<file path="config.mk">
export PLATFORM = sky130hd
export DESIGN_NAME = sa_input_skewer
export DESIGN_NICKNAME = d
export VERILOG_FILES = /design/src/rtl/sa_input_skewer.sv
export SDC_FILE = /design/constraint.sdc
export NUM_CORES = 1
export LEC_CHECK = 0
export CAP_MARGIN = 10
export CORE_MARGIN = 2
export CORE_UTILIZATION = 45
export CTS_BUF_LIST = sky130_fd_sc_hd__clkbuf_16
export DETAILED_ROUTE_END_ITERATION = 16
export GPL_TIMING_DRIVEN = 0
export PLACE_DENSITY = 0.7
export SETUP_SLACK_MARGIN = 0.02
export SLEW_MARGIN = 20
export SYNTH_ARGS = -nofsm -noshare
export SYNTH_HDL_FRONTEND = slang
export SYNTH_SLANG_ARGS = --single-unit
</file>
<file path="constraint.sdc">
create_clock -name clk -period 4.3 [get_ports clk]
set_input_delay 0.645 -clock clk [delete_from_list [all_inputs] [get_ports clk]]
set_output_delay 0.645 -clock clk [all_outputs]
set_load 0.02 [all_outputs]
</file>
<file path="src/rtl/sa_input_skewer.sv">
// Systolic-array input skewer: reads NUM_ROWS activation words from BRAM and
// presents them diagonally so that lane i trails lane 0 by i cycles.
module sa_input_skewer #(
    parameter int unsigned DATA_WIDTH = 8,
    parameter int unsigned PE_SIZE    = 16,
    parameter int unsigned NUM_ROWS   = 64,
    parameter int unsigned ADDR_WIDTH = 7,
    parameter int unsigned BASE_ADDR  = 0
) (
    input  logic                           clk,
    input  logic                           rst_n,
    input  logic                           start_i,
    input  logic                           stall_i,
    output logic                           mem_ce_o,
    output logic [ADDR_WIDTH-1:0]          mem_addr_o,
    input  logic [DATA_WIDTH*PE_SIZE-1:0]  mem_q_i,
    output logic [DATA_WIDTH*PE_SIZE-1:0]  data_o,
    output logic [PE_SIZE-1:0]             valid_o,
    output logic                           busy_o,
    output logic                           done_o
);

    localparam int unsigned CNT_MAX = (NUM_ROWS > PE_SIZE + 2) ? NUM_ROWS : PE_SIZE + 2;
    localparam int unsigned CW      = $clog2(CNT_MAX) + 1;
    localparam int unsigned WW      = DATA_WIDTH * PE_SIZE;

    typedef enum logic [1:0] {S_IDLE, S_READ, S_DRAIN, S_DONE} state_t;

    state_t          r_state;
    state_t          w_state_nxt;
    logic [CW-1:0]   r_rd_cnt;
    logic [CW-1:0]   w_rd_cnt_nxt;
    logic [CW-1:0]   r_drain_cnt;
    logic [CW-1:0]   w_drain_cnt_nxt;
    logic            w_ce;
    logic            w_done;
    logic            r_busy;
    logic            r_rd_vld;
    logic            r_skid_v;
    logic [WW-1:0]   r_skid;
    logic [WW-1:0]   w_word;
    logic            w_in_vld;

    // State, counters and busy flag; everything holds while stalled except in IDLE
    always_ff @(posedge clk or negedge rst_n) begin
        if (!rst_n) begin
            r_state     <= S_IDLE;
            r_rd_cnt    <= '0;
            r_drain_cnt <= '0;
            r_busy      <= 1'b0;
        end else begin
            r_state     <= w_state_nxt;
            r_rd_cnt    <= w_rd_cnt_nxt;
            r_drain_cnt <= w_drain_cnt_nxt;
            r_busy      <= (w_state_nxt != S_IDLE);
        end
    end

    // Next-state, counter updates, read enable and done pulse
    always_comb begin
        w_state_nxt     = r_state;
        w_rd_cnt_nxt    = r_rd_cnt;
        w_drain_cnt_nxt = r_drain_cnt;
        w_ce            = 1'b0;
        w_done          = 1'b0;
        case (r_state)
            S_IDLE: begin
                if (start_i) begin
                    w_state_nxt     = S_READ;
                    w_rd_cnt_nxt    = '0;
                    w_drain_cnt_nxt = '0;
                end
            end
            S_READ: begin
                if (!stall_i) begin
                    w_ce         = 1'b1;
                    w_rd_cnt_nxt = r_rd_cnt + CW'(1);
                    if (r_rd_cnt == CW'(NUM_ROWS - 1)) begin
                        w_state_nxt = S_DRAIN;
                    end
                end
            end
            S_DRAIN: begin
                // Last word leaves lane PE_SIZE-1 after PE_SIZE+1 unstalled drain cycles
                if (!stall_i) begin
                    if (r_drain_cnt == CW'(PE_SIZE)) begin
                        w_state_nxt = S_DONE;
                    end else begin
                        w_drain_cnt_nxt = r_drain_cnt + CW'(1);
                    end
                end
            end
            S_DONE: begin
                if (!stall_i) begin
                    w_done          = 1'b1;
                    w_state_nxt     = S_IDLE;
                    w_rd_cnt_nxt    = '0;
                    w_drain_cnt_nxt = '0;
                end
            end
            default: begin
                w_state_nxt = S_IDLE;
            end
        endcase
    end

    assign mem_ce_o   = w_ce;
    assign mem_addr_o = ADDR_WIDTH'(BASE_ADDR + 32'(r_rd_cnt));
    assign busy_o     = r_busy;
    assign done_o     = w_done;

    // Read-valid tracking and one-entry skid that catches data returning during a stall
    always_ff @(posedge clk or negedge rst_n) begin
        if (!rst_n) begin
            r_rd_vld <= 1'b0;
            r_skid_v <= 1'b0;
            r_skid   <= '0;
        end else begin
            r_rd_vld <= w_ce;
            if (stall_i) begin
                if (r_rd_vld) begin
                    r_skid   <= mem_q_i;
                    r_skid_v <= 1'b1;
                end
            end else begin
                r_skid_v <= 1'b0;
            end
        end
    end

    assign w_word   = r_skid_v ? r_skid : mem_q_i;
    assign w_in_vld = r_skid_v | r_rd_vld;

    for (genvar gi = 0; gi < PE_SIZE; gi++) begin : g_lane
        logic [DATA_WIDTH-1:0] r_sh [0:gi];
        logic [gi:0]           r_v;

        // Lane gi delay chain of gi+1 stages; invalid slots carry zero data
        always_ff @(posedge clk or negedge rst_n) begin
            if (!rst_n) begin
                for (int j = 0; j <= gi; j++) begin
                    r_sh[j] <= '0;
                end
                r_v <= '0;
            end else if (!stall_i) begin
                r_sh[0] <= w_in_vld ? w_word[WW-1-gi*DATA_WIDTH -: DATA_WIDTH] : '0;
                r_v[0]  <= w_in_vld;
                for (int j = 1; j <= gi; j++) begin
                    r_sh[j] <= r_sh[j-1];
                    r_v[j]  <= r_v[j-1];
                end
            end
        end

        assign data_o[WW-1-gi*DATA_WIDTH -: DATA_WIDTH] = r_sh[gi];
        assign valid_o[gi]                              = r_v[gi];
    end

endmodule

</file>
==> results of run 1 <==
==> metal layers <==
metal  part of all wire  global-route usage  vias to the layer above
met5             0.0019                   0                        -
met4              0.025             0.05885                       28
met3              0.047             0.04250                      190
met2               0.47              0.2836                      452
met1               0.46              0.2445                    13774
li1                   -                   -                    12576
==> worst reg2reg max path: stages, from the launching register on <==
cell and delay, ns:
dfrtp_1 0.32, clkbuf_1 0.33, clkbuf_2 0.60, clkbuf_1 0.62, nor2_1 0.12, a21oi_1 0.31
o21ai_0 0.12
==> cell usage in the layout, fill, tap and decap left out, types with 2 or more instances in the layout <==
cell type and instances:
dfrtp_1 1251, o21ai_0 135, a22o_1 4, inv_1 35
nand2b_1 7, nand4b_1 2, clkinvlp_4 3, a211oi_1 2
nand2_1 259, or3_1 2, buf_1 3, nor2b_1 6
clkinv_2 17, buf_16 11, diode_2 7, clkinv_1 35
clkbuf_16 139, clkinv_8 8, and4_1 3, nand4_1 3
a22oi_1 9, nand3_1 7, clkdlybuf4s50_1 284, a21oi_1 127
mux2_2 1080, inv_6 3, ha_1 8, bufinv_16 5
mux2i_1 5, clkbuf_2 4, nor3_1 3, nor2_1 123
buf_4 121, mux2_1 24, clkbuf_1 69, buf_2 122
==> per-stage QoR <==
stage               hold slack [ns]  total power [W]    util  cell area [sq um]  instances
finish                       0.4557          0.03861  0.5399              58040       5350
global route                 0.4934          0.04088  0.5398              58030       5346
CTS                          0.4591          0.03915  0.5393              57980       5341
detailed placement           0.4691          0.02816  0.5005              53810       5101
global placement             0.4621          0.02796  0.4980              53540       5092
floorplan                    0.3494          0.02460       -              48930       3404
==> how the worst min path moves through the flow <==
stage | startpoint | endpoint | slack (ns) | depth (start not counted)
finish | g_lane[13].r_sh[76]$_DFFE_PN0N_ | g_lane[13].r_sh[68]$_DFFE_PN0N_ | 0.46 | 1
CTS | g_lane[13].r_sh[76]$_DFFE_PN0N_ | g_lane[13].r_sh[68]$_DFFE_PN0N_ | 0.46 | 1
detailed placement | g_lane[3].r_sh[29]$_DFFE_PN0N_ | g_lane[3].r_sh[29]$_DFFE_PN0N_ | 0.47 | 2
global route | g_lane[12].r_sh[90]$_DFFE_PN0N_ | g_lane[12].r_sh[82]$_DFFE_PN0N_ | 0.49 | 1
global placement | g_lane[1].r_sh[14]$_DFFE_PN0N_ | g_lane[1].r_sh[14]$_DFFE_PN0N_ | 0.46 | 2
floorplan | rst_n | busy_o$_DFF_PN0_ | 0.35 | 0
==> where the power goes <==
part / switching [W] / internal [W]
logic: 0.00362 / 0.00534
registers: 0.00238 / 0.0165
clock network: 0.00469 / 0.00611
total: 0.0107 / 0.0279
==> flip-flops by register name, indices dropped and copies added (netlist names) <==
register / count
data_o: 120
busy_o: 1
r_skid_v: 1
r_rd_vld: 1
r_rd_cnt: 7
r_drain_cnt: 7
r_state: 2
r_skid: 128
g_lane.r_sh: 968
g_lane.r_v: 16
==> what timing repair did <==
item / 4_1_cts / 5_1_grt
hold buffers: 2 / 0
endpoints found under the hold margin: 79 / 0
endpoints found under the setup margin: 0 / 113
==> cell type report <==
cell class,count,area [sq um]
Buffer,319,1809
Inverter,8,30.03
Tap cell,1403,1755
Clock inverter,101,705.7
Antenna cell,7,17.52
Sequential cell,1251,31310
Fill cell,8860,49460
Multi-Input combinational cell,1826,15790
Timing Repair Buffer,298,3206
Clock buffer,137,3428
==> logic make-up (layout without fill, tap and decap cells) <==
logic type               count (synthesis)  count (layout)  synth area share
multiplexers                          1109            1109            0.2551
AND/OR/NAND/NOR                        423             423           0.03483
AO/OA/AOI/OAI                          284             284           0.03033
adder cells (fa/ha/maj)                  8               8          0.002046
XOR/XNOR                                 2               2         0.0003581
other                                    0               7                 0
buffers and inverters                  327             863           0.03749
flip-flops                            1251            1251            0.6398
==> impl_metrics.json, run 1 <==
{
  "max_slew_margin": 0.2166,
  "layout_setup_ws_ns": 0.3684,
  "leakage_nw": 27.67,
  "firstDrtPassIters": 5,
  "worstSkewPairLatency_ns": 0.72,
  "grt_max_degree": 148,
  "die_area_sq_um": 111400,
  "worst-path-buf-inv": 5,
  "cp-end-kind": "output pin",
  "min_path_type": "flip-flop to flip-flop",
  "overflow": 0,
  "crit_fanout": 10,
  "route.detailed.drc": 0,
  "synthCells": 3404,
  "areaGrowthSynthToFinish_pct": 18.63,
  "fin_skew_ns": 0.04379,
  "grt_pass1_vias": 28148,
  "core_region_area_sq_um": 107500,
  "ctsResizeCount": 0,
  "cpMaxStageDelayCell": "clkbuf_1",
  "yosysMostFrequentCell": "dfrtp_1",
  "finalCriticalPeriod_ns": 3.932,
  "rsz0062_at_grt": "no",
  "synthArstFlopShare": 1.000,
  "critPathLaunchType": "primary input",
  "cap_viol_max_count": 0,
  "regToRegStartpoint": "r_skid_v$_DFFE_PN0P_",
  "grt_pass1_wl_microns": 157400,
  "r2r_cells": 6,
  "crit_chain": "clkdlybuf4s50_1 -> buf_2 -> clkbuf_1 -> buf_2 -> nor2b_1 -> clkdlybuf4s50_1",
  "fin_nets": 3979,
  "status": "finished clean",
  "clk_path_buf_depth": 3,
  "ys.warnings.count": 0,
  "drive_above_1_share": 0.3850,
  "crit_arrival_ns": 3.29,
  "cp_num_cells": 6,
  "crit_end": "mem_ce_o",
  "critPathLaunch": "stall_i",
  "cp_top_family": "buffers and inverters",
  "wl_per_cell_microns": 18.22,
  "synth_top_area_cell": "dfrtp_1",
  "synth_flop_cell": "dfrtp_1",
  "num_rows": 120,
  "worstMarginPinSlew_ns": 1.175,
  "dp_hpwl_microns": 67010,
  "vias": 27020,
  "synth_edf_count": 0,
  "final-hold-violation-count": 0,
  "drv_slew": 0,
  "r2r-end": "g_lane[11].r_sh[94]$_DFFE_PN0N_",
  "synth_area_leaders": "dfrtp_1, mux2_2, nand2_1",
  "synth_area_sq_um": 48930,
  "portBuffers": 285,
  "routabilityCongestion": 0.7601,
  "synth-seq-cells": 1251,
  "grt_antenna_before_repair": 26,
  "synth_commonest_cells": "dfrtp_1, mux2_2, nand2_1, o21ai_0, a21oi_1",
  "rrSetupSlack_ns": 1.74,
  "post_cts_buffers": 0,
  "clock-root-buffer": "clkbuf_16",
  "path_clk_slew_ns": 0.06,
  "htree_levels": 4,
  "post-route-period-util": 0.9143,
  "synth_top_area_frac": 0.6398,
  "numCtsBuffers": 135,
  "tns_ns": 0,
  "syn_area_per_cell_sq_um": 14.37,
  "p_per_area_nw_per_um2": 665.1,
  "ir_worst_vdd_mv": 0.3847,
  "drtIter0Drc": 1659,
  "start_util": 0.4551,
  "dp_slack_ns": -0.2452,
  "ys_seq_area_frac": 0.6398,
  "syn_nets": 3544,
  "grt_usage": 0.1792,
  "cts.sinks": 1251,
  "worstSetupPathType": "primary input to output pin",
  "die_width_microns": 333.7,
  "postRouteAntennaNets": 0,
  "cts_tree": "built",
  "vias_per_cell": 5.050,
  "pin_count": 286,
  "synth.distinct_cells": 42,
  "required_ns": 3.65,
  "drt-total-wl_microns": 97470,
  "max_freq_mhz": 254.3,
  "dieHeight_microns": 333.7,
  "setup_violations": 0,
  "cpPeakStageDelay_ns": 0.56
}
No activity file was read; power rests on OpenSTA's default activity.
==> run 2: changes to the inputs <==
--- a/config.mk
+++ b/config.mk
@@ -5,7 +5,7 @@
 export SDC_FILE = /design/constraint.sdc
 export NUM_CORES = 1
 export LEC_CHECK = 0
-export CAP_MARGIN = 10
+export CAP_MARGIN = 15
 export CORE_MARGIN = 2
 export CORE_UTILIZATION = 45
 export CTS_BUF_LIST = sky130_fd_sc_hd__clkbuf_16
==> results of run 2 <==
Final layout, timing and power as in run 1 (identical DEF).
